===== src/rtl/hc_sr04_responder.sv =====
// HC-SR04 ultrasonic sensor model: accepts a trigger pulse, waits a burst
// delay, then returns an echo pulse whose width encodes a target distance.
// Ports:
//   clk, rst         sensor clock, asynchronous active-high reset
//   i_trig           trigger from controller (asynchronous, synchronized here)
//   i_distance_cm    emulated distance, sampled when a trigger is accepted
//   i_no_target      1 = no echo return, timeout-width echo
//   o_echo           echo pulse to controller
//   o_busy           high in DELAY, ECHO and HOLDOFF
//   o_err_short      one-cycle pulse on a too-short trigger
//   o_trig_count     accepted trigger count, wraps at 255
module hc_sr04_responder #(
   parameter int unsigned CLK_FREQ_HZ        = 64_000_000,
   parameter int unsigned CYCLES_PER_CM      = 3712,
   parameter int unsigned TRIG_MIN_CYCLES    = 640,
   parameter int unsigned BURST_DELAY_CYCLES = 12800,
   parameter int unsigned TIMEOUT_CYCLES     = 2_432_000,
   parameter int unsigned HOLDOFF_CYCLES     = 640_000,
   parameter int unsigned MIN_CM             = 2,
   parameter int unsigned MAX_CM             = 400
) (
   input  logic       clk,
   input  logic       rst,
   input  logic       i_trig,
   input  logic [8:0] i_distance_cm,
   input  logic       i_no_target,
   output logic       o_echo,
   output logic       o_busy,
   output logic       o_err_short,
   output logic [7:0] o_trig_count
);

   typedef enum logic [2:0] {
      ST_IDLE,
      ST_TRIG,
      ST_DELAY,
      ST_ECHO,
      ST_HOLDOFF
   } state_t;

   localparam logic [8:0]  MIN_D = 9'(MIN_CM);
   localparam logic [8:0]  MAX_D = 9'(MAX_CM);
   localparam logic [31:0] T_MIN = 32'(TRIG_MIN_CYCLES);
   localparam logic [31:0] T_BST = 32'(BURST_DELAY_CYCLES);
   localparam logic [31:0] T_TMO = 32'(TIMEOUT_CYCLES);
   localparam logic [31:0] T_HLD = 32'(HOLDOFF_CYCLES);
   localparam logic [31:0] K_CM  = 32'(CYCLES_PER_CM);

   state_t      state, state_nx;
   logic [31:0] cnt, cnt_nx;
   logic [31:0] width, width_nx;
   logic [31:0] width_calc;
   logic [8:0]  dist_sel;
   logic [7:0]  tcount_nx;
   logic        echo_nx;
   logic        err_nx;
   logic        trig_m, trig_s, trig_d;
   logic        trig_rise;

   // Synchronizer and edge history reset to 1: a trigger already high
   // at reset release must fall and rise again before it is seen.
   always_ff @(posedge clk or posedge rst) begin
      if (rst) begin
         trig_m <= 1'b1;
         trig_s <= 1'b1;
         trig_d <= 1'b1;
      end else begin
         trig_m <= i_trig;
         trig_s <= trig_m;
         trig_d <= trig_s;
      end
   end

   assign trig_rise = trig_s & ~trig_d;

   assign dist_sel = (i_distance_cm < MIN_D) ? MIN_D : i_distance_cm;

   always_comb begin
      width_calc = {23'd0, dist_sel} * K_CM;
      if (i_no_target || (i_distance_cm > MAX_D))
         width_calc = T_TMO;
   end

   // State and datapath registers
   always_ff @(posedge clk or posedge rst) begin
      if (rst) begin
         state        <= ST_IDLE;
         cnt          <= '0;
         width        <= '0;
         o_echo       <= 1'b0;
         o_err_short  <= 1'b0;
         o_trig_count <= '0;
      end else begin
         state        <= state_nx;
         cnt          <= cnt_nx;
         width        <= width_nx;
         o_echo       <= echo_nx;
         o_err_short  <= err_nx;
         o_trig_count <= tcount_nx;
      end
   end

   // Next-state logic; counters restart on every state entry
   always_comb begin
      state_nx  = state;
      cnt_nx    = cnt;
      width_nx  = width;
      echo_nx   = 1'b0;
      err_nx    = 1'b0;
      tcount_nx = o_trig_count;
      unique case (state)
         ST_IDLE: begin
            if (trig_rise) begin
               state_nx = ST_TRIG;
               cnt_nx   = 32'd1;
            end
         end
         ST_TRIG: begin
            if (trig_s) begin
               if (cnt < T_MIN)
                  cnt_nx = cnt + 32'd1;
            end else if (cnt >= T_MIN) begin
               state_nx  = ST_DELAY;
               cnt_nx    = '0;
               width_nx  = width_calc;
               tcount_nx = o_trig_count + 8'd1;
            end else begin
               state_nx = ST_IDLE;
               cnt_nx   = '0;
               err_nx   = 1'b1;
            end
         end
         ST_DELAY: begin
            if (cnt >= T_BST) begin
               state_nx = ST_ECHO;
               cnt_nx   = 32'd1;
               echo_nx  = 1'b1;
            end else begin
               cnt_nx = cnt + 32'd1;
            end
         end
         ST_ECHO: begin
            if (cnt >= width) begin
               state_nx = ST_HOLDOFF;
               cnt_nx   = 32'd1;
            end else begin
               cnt_nx  = cnt + 32'd1;
               echo_nx = 1'b1;
            end
         end
         ST_HOLDOFF: begin
            if (cnt >= T_HLD) begin
               state_nx = ST_IDLE;
               cnt_nx   = '0;
            end else begin
               cnt_nx = cnt + 32'd1;
            end
         end
         default: begin
            state_nx = ST_IDLE;
            cnt_nx   = '0;
         end
      endcase
   end

   // Output logic
   always_comb begin
      o_busy = (state == ST_DELAY) || (state == ST_ECHO) ||
               (state == ST_HOLDOFF);
   end

endmodule


===== config.mk =====
export PLATFORM = sky130hd
export DESIGN_NAME = hc_sr04_responder
export DESIGN_NICKNAME = d
export VERILOG_FILES = /design/src/rtl/hc_sr04_responder.sv
export SDC_FILE = /design/constraint.sdc
export NUM_CORES = 1
export LEC_CHECK = 0
export BUFFER_PORTS_ARGS = -buffer_cell sky130_fd_sc_hd__buf_4
export CAP_MARGIN = 0
export CORE_AREA = 2 2 119 121
export CTS_CLUSTER_DIAMETER = 100
export CTS_CLUSTER_SIZE = 40
export DETAILED_ROUTE_END_ITERATION = 10
export DIE_AREA = 0 0 121 123
export PLACE_DENSITY = 0.56
export RECOVER_POWER = 100
export REMOVE_ABC_BUFFERS = 1
export SYNTH_ARGS = -nofsm -noshare
export SYNTH_HDL_FRONTEND = slang
export SYNTH_SLANG_ARGS = --single-unit

===== constraint.sdc =====
create_clock -name clk -period 3.2 [get_ports clk]
set_input_delay 0.96 -clock clk [delete_from_list [all_inputs] [get_ports clk]]
set_output_delay 0.96 -clock clk [all_outputs]
set_load 0.05 [all_outputs]

==> results.toml, run 1 <==
[cts]
cts-htree-levels = 3
clk_pin_slew_ns = 0.06
clkSinkCount = 63
ctsHoldBuffers = 0
insertion_delay_ns = 0.34
cts_made_buffers = 9
cts-root-buf = "clkbuf_16"
cts_tree = "done"
cts_max_path_buffers = 2

[critical_path]
critPathArrivalTime_ns = 4.67
cp-end-kind = "flip-flop"
rr_startpoint = "cnt[7]"
startpoint = "i_distance_cm[3]"
crit_type = "in -> reg"
startpoint_type = "primary input"
timing.rr.end = "cnt[25]"
worst_ep_required_time_ns = 3.42
r2r_cells = 8
reg2reg_slack_ns = 0.12
crit_fanout = 7

[synthesis]
yosysTopAreaCell = "dfrtp_1"
synth_top_area_frac = 0.324
synth_cells = 499
mappedNetlistArea_mm2 = 0.00464
async_reset_ff_frac = 1.00
ys_warn_count = 0
syn_avg_cell_area_um2 = 9.29
synthTopCellsByArea = "dfrtp_1 (32%), ha_1 (13%), fa_1 (5.2%), inv_1 (4.8%), nand2_1 (3.8%)"
synth_top_flop_cell = "dfrtp_1"
ys_seq_area_frac = 0.341
synth_edf_count = 0
synth.distinct_cells = 60
synth_seq_cells = 63

[placement]
routabilityCongestion = 0.836
place.port_buffers = 23
pre_cts_ws_ns = -1.94
dpl_cell_area_mm2 = 0.00534
dp_hpwl_mm = 8.13

[sta]
setup_ws_ns = -1.25
fin_skew_ns = 0.00759
timing.hold.ws_ns = 0.359
tightestPinTransition_ns = 1.28
finalHoldViolations = 0
tns_ns = -9.19
post-route-min-period_ns = 4.45
setup_viol = 10
rsz0062_at_grt = "true"
relSlewSlack = 0.149
period_share = 1.39
drv_slew = 0
fmax_mhz = 225

[cells_and_area]
n_fill_cell = 1310
area_growth_pct = 29.6
final_cell_mix = "dfrtp_1 (60), buf_4 (47), inv_1 (45)"
drive_gt1_frac = 0.251
final_nets = 645
layout_commonest_cell = "dfrtp_1"
design_area_mm2 = 0.00601
num_antenna_cells = 0

[drt]
drtIter0Drc = 281
drc_errors = 0
ant_nets = 0
drt-wirelength-per-cell_um = 14.8
dr.pass1.iters = 4
routed-via-count = 3899
wl_mm = 11.2
viasPerCell = 5.15

[pwr]
p_leak_nw = 2.80
powerDensity_mw_per_mm2 = 571
power_mw = 3.43
peakVddDrop_v = 0.000292

[die]
core_area_mm2 = 0.0136
ios = 24
die_area_mm2 = 0.0149
dieWidth_um = 121
die_height_um = 123
rows = 43
initial_core_util = 0.341

[worst_hold_path]
min_path_type = "reg -> reg"
min_path_cells = 0
min_to = "trig_s"
min_from = "trig_m"

[run]
drv_cap = 0

[grt]
antenna_found_initial = 0
grtUsageTotal = 0.158
grt_first_pass_wirelength_mm = 18.8
grt-ovfl-total = 0
grt_pass1_vias = 3888
grt_max_degree = 25

[outcome]
status = "complete, but fails checks"
violations = "setup timing"
==> worst max-delay path by stage <==
stage / endpoint / slack (ns) / depth (start not counted)
6_report: width[20] / -1.25 / 18
5_1_grt: width[19] / -1.41 / 19
4_1_cts: width[20] / -1.25 / 18
3_5_place_dp: width[19] / -1.94 / 18
3_3_place_gp: width[19] / -1.88 / 18
2_1_floorplan: width[19] / -1.70 / 15
==> cells by family (layout without fill, tap and decap cells) <==
kind of cell             count (synthesis)  after routing  share of synthesized area
flip-flops                              63             63                      0.341
AND/OR/NAND/NOR                        165            165                      0.189
AO/OA/AOI/OAI                          122            122                      0.196
XOR/XNOR                                15             15                     0.0283
adder cells (fa/ha/maj)                 60             60                      0.181
buffers and inverters                   74            152                     0.0645
==> per-stage QoR <==
stage          instances   util
2_1_floorplan        484      -
3_3_place_gp         736  0.392
3_5_place_dp         736  0.392
4_1_cts              755  0.437
5_1_grt              757  0.441
6_report             757  0.441
==> area by class of cell <==
cell class	instances	area, µm²	area share
flip-flops and latches	63	1580	0.263
repair buffers	77	579	0.0964
clock inverters	6	116	0.0194
multi-input cells	362	3040	0.507
well taps	180	225	0.0375
clock buffers	10	239	0.0398
inverters	59	224	0.0373
==> synthesized netlist by cell type, drive strengths merged, types with 7 or more instances <==
library cell / number
a221o: 14
nor3: 8
nand2: 48
a21o: 7
buf: 12
ha: 48
nor4: 7
xnor2: 11
fa: 12
o21ai: 21
nor2: 26
inv: 59
and2: 12
nand2b: 8
dfrtp: 60
nand3: 16
a21oi: 37
nand4: 13
==> registers in the layout, indices dropped and copies added, names as in the netlist <==
signal and cells:
cnt 32, o_echo 1, o_err_short 1, o_trig_count 8, state 3, trig_d 1, trig_m 1, trig_s 1
width 15
==> worst max-delay path, cell delays in order <==
cell	delay [ns]
buf_6	0.09
or3_4	0.39
o41ai_4	0.22
nand2_2	0.17
buf_6	0.16
nand2_4	0.05
inv_2	0.04
fa_1	0.44
ha_1	0.30
inv_2	0.04
fa_1	0.51
inv_2	0.05
ha_4	0.16
buf_6	0.12
or3_4	0.39
o2111ai_2	0.18
a21oi_1	0.09
a221o_1	0.31
==> per-layer routing <==
layer / wire length [µm] / vias to the layer above / track usage
met1: 5150 / 1899 / 0.212
met4: 203 / 0 / 0.0640
met5: 0 / - / 0
met2: 5590 / 66 / 0.257
li1: - / 1922 / -
met3: 263 / 12 / 0.0240
==> report_power, final <==
part	leakage, nW	switching [mW]	internal [mW]
clock	0.173	0.370	0.787
combinational	1.81	0.694	0.670
sequential	0.816	0.0528	0.854
total	2.80	1.12	2.31
==> timing repair <==
item / 4_1_cts / 5_1_grt
setup endpoints to repair: 10 / 11
setup buffers: 3 / 2
gates resized for setup: 54 / 28
pin swaps: 39 / 33
Power figures use the tool's default switching activity.
==> run 2: changes to the inputs <==
==> constraint.sdc (replaced) <==
create_clock -name clk -period 5.6 [get_ports clk]
set_input_delay 1.68 -clock clk [delete_from_list [all_inputs] [get_ports clk]]
set_output_delay 1.68 -clock clk [all_outputs]
set_load 0.05 [all_outputs]
==> results.toml, run 2 (synthesized netlist as in run 1, its figures left out) <==
[drt]
wl_met1_mm = 5.08
dr.pass1.iters = 4
wl_met2_mm = 5.14
routed-via-count = 3794
wl_mm = 10.6
top_layer = "met4"
wl_met3_um = 225
drtIter0Drc = 151
drc_errors = 0
viasPerCell = 5.15
ant_nets = 0
drt-wirelength-per-cell_um = 14.5

[die]
core_area_mm2 = 0.0136
dieWidth_um = 121
die_area_mm2 = 0.0149
rows = 43
initial_core_util = 0.341
die_height_um = 123
ios = 24

[pwr]
p_leak_nw = 2.63
p_int_mw = 1.16
p_sw_mw = 0.569
p_comb_frac = 0.348
p_clk_frac = 0.353
pwr-share-seq = 0.299
switching_share = 0.329
peakVddDrop_v = 0.000161
powerDensity_mw_per_mm2 = 314

[run]
drv_cap = 4

[cells_and_area]
regMostFlops = "cnt"
final_cell_mix = "dfrtp_1 (60), inv_1 (57), nand2_1 (47)"
multi_input_area_mm2 = 0.00279
num_antenna_cells = 0
n_fill_cell = 1383
final_nets = 624
top_regs = "cnt x32, width x15, o_trig_count x8"
largest_reg_flops = 32
layout_commonest_cell = "dfrtp_1"
area_growth_pct = 19.0
drive_gt1_frac = 0.146
final_cells = 736
design_area_mm2 = 0.00552
ff_latch_area_mm2 = 0.00158

[sta]
post-route-min-period_ns = 5.39
setup_viol = 0
fin_skew_ns = 0.0115
timing.hold.ws_ns = 0.359
tightestPinTransition_ns = 2.14
tns_ns = 0
fmax_mhz = 185
finalHoldViolations = 0
drv_slew = 113
relSlewSlack = -0.424
period_share = 0.963

[outcome]
status = "complete, but fails checks"
violations = "capacitance limit, slew limit"

[critical_path]
crit_type = "in -> reg"
crit_fanout = 7
critPathArrivalTime_ns = 5.62
r2r_cells = 8
worst_ep_required_time_ns = 5.83
cp-end-kind = "flip-flop"
startpoint_type = "primary input"

[worst_hold_path]
min_path_cells = 0
min_path_type = "reg -> reg"

[cts]
cts_max_path_buffers = 2
ctsHoldBuffers = 0
insertion_delay_ns = 0.34
clkSinkCount = 63
cts-root-buf = "clkbuf_16"
clk_pin_slew_ns = 0.06
cts_tree = "done"
cts_made_buffers = 9
cts-htree-levels = 3

[grt]
grt_pass1_vias = 3747
grtUsageTotal = 0.150
grt_first_pass_wirelength_mm = 17.9
grt-ovfl-total = 0
grt_max_degree = 39
antenna_found_initial = 0

[placement]
dp_cells = 719
dp_hpwl_mm = 7.77
routabilityCongestion = 0.859
place.port_buffers = 23
dpl_cell_area_mm2 = 0.00520
==> run 2: cell count changes in the layout (fill, tap and decap cells not counted), sizes merged <==
cell      change
bufinv        -1
inv           -1
clkinvlp      +1
buf          -20
==> run 2: layer usage <==
metal,global-route usage,up-vias
met1,0.195,1830
li1,-,1896
met4,0.0625,0
met2,0.251,54
met5,0,-
met3,0.0208,14
==> run 2: final timing paths <==
path	from	end	slack [ns]
worst max-delay path	i_distance_cm[2]	width[19]	0.21
worst min-delay path	trig_m	trig_s	0.36
worst max register to register	cnt[7]	cnt[13]	1.03
worst min register to register	trig_m	trig_s	0.36
max in group asynchronous	rst	width[11]	1.51
min in group asynchronous	rst	cnt[25]	1.57
==> run 2: repair_timing <==
item	4_1_cts	5_1_grt
setup endpoints to repair	0	4
gates resized for setup	0	14
buffers inserted	0	1
hold endpoints to repair	0	0
==> run 2: through the flow <==
| step | worst slack, ns | util | power (mW) |
|---|---|---|---|
| 6_report | 0.207 | 0.405 | 1.73 |
| 2_1_floorplan | -0.0227 | - | 0.898 |
| 3_5_place_dp | -0.257 | 0.382 | 1.09 |
| 5_1_grt | -0.0141 | 0.405 | 1.84 |
| 4_1_cts | 0.0799 | 0.406 | 1.71 |
| 3_3_place_gp | -0.189 | 0.382 | 1.08 |
==> run 2: cell type report <==
class	instances	area share
clock buffers	11	0.0440
repair buffers	56	0.0674
inverters	59	0.0402
clock inverters	5	0.0147
flip-flops and latches	63	0.287
well taps	180	0.0408
multi-input cells	362	0.506
==> run 2: critical path: stages <==
cell	delay, ns
clkbuf_4	0.11
or3_4	0.38
o41ai_2	0.31
nand2_2	0.14
buf_4	0.16
nand2_1	0.07
buf_4	0.12
fa_1	0.40
inv_1	0.06
ha_1	0.23
fa_1	0.54
ha_4	0.23
a21oi_4	0.15
o21ai_1	0.10
and4_1	0.20
or4_1	0.46
a32o_1	0.25
==> run 2: power groups by stage <==
stage	Sequential, mW	Combinational, mW	Clock, mW
floorplan	0.522	0.376	0
global placement	0.526	0.555	0
detailed placement	0.527	0.563	0
CTS	0.519	0.568	0.618
global route	0.523	0.682	0.637
finish	0.519	0.602	0.611
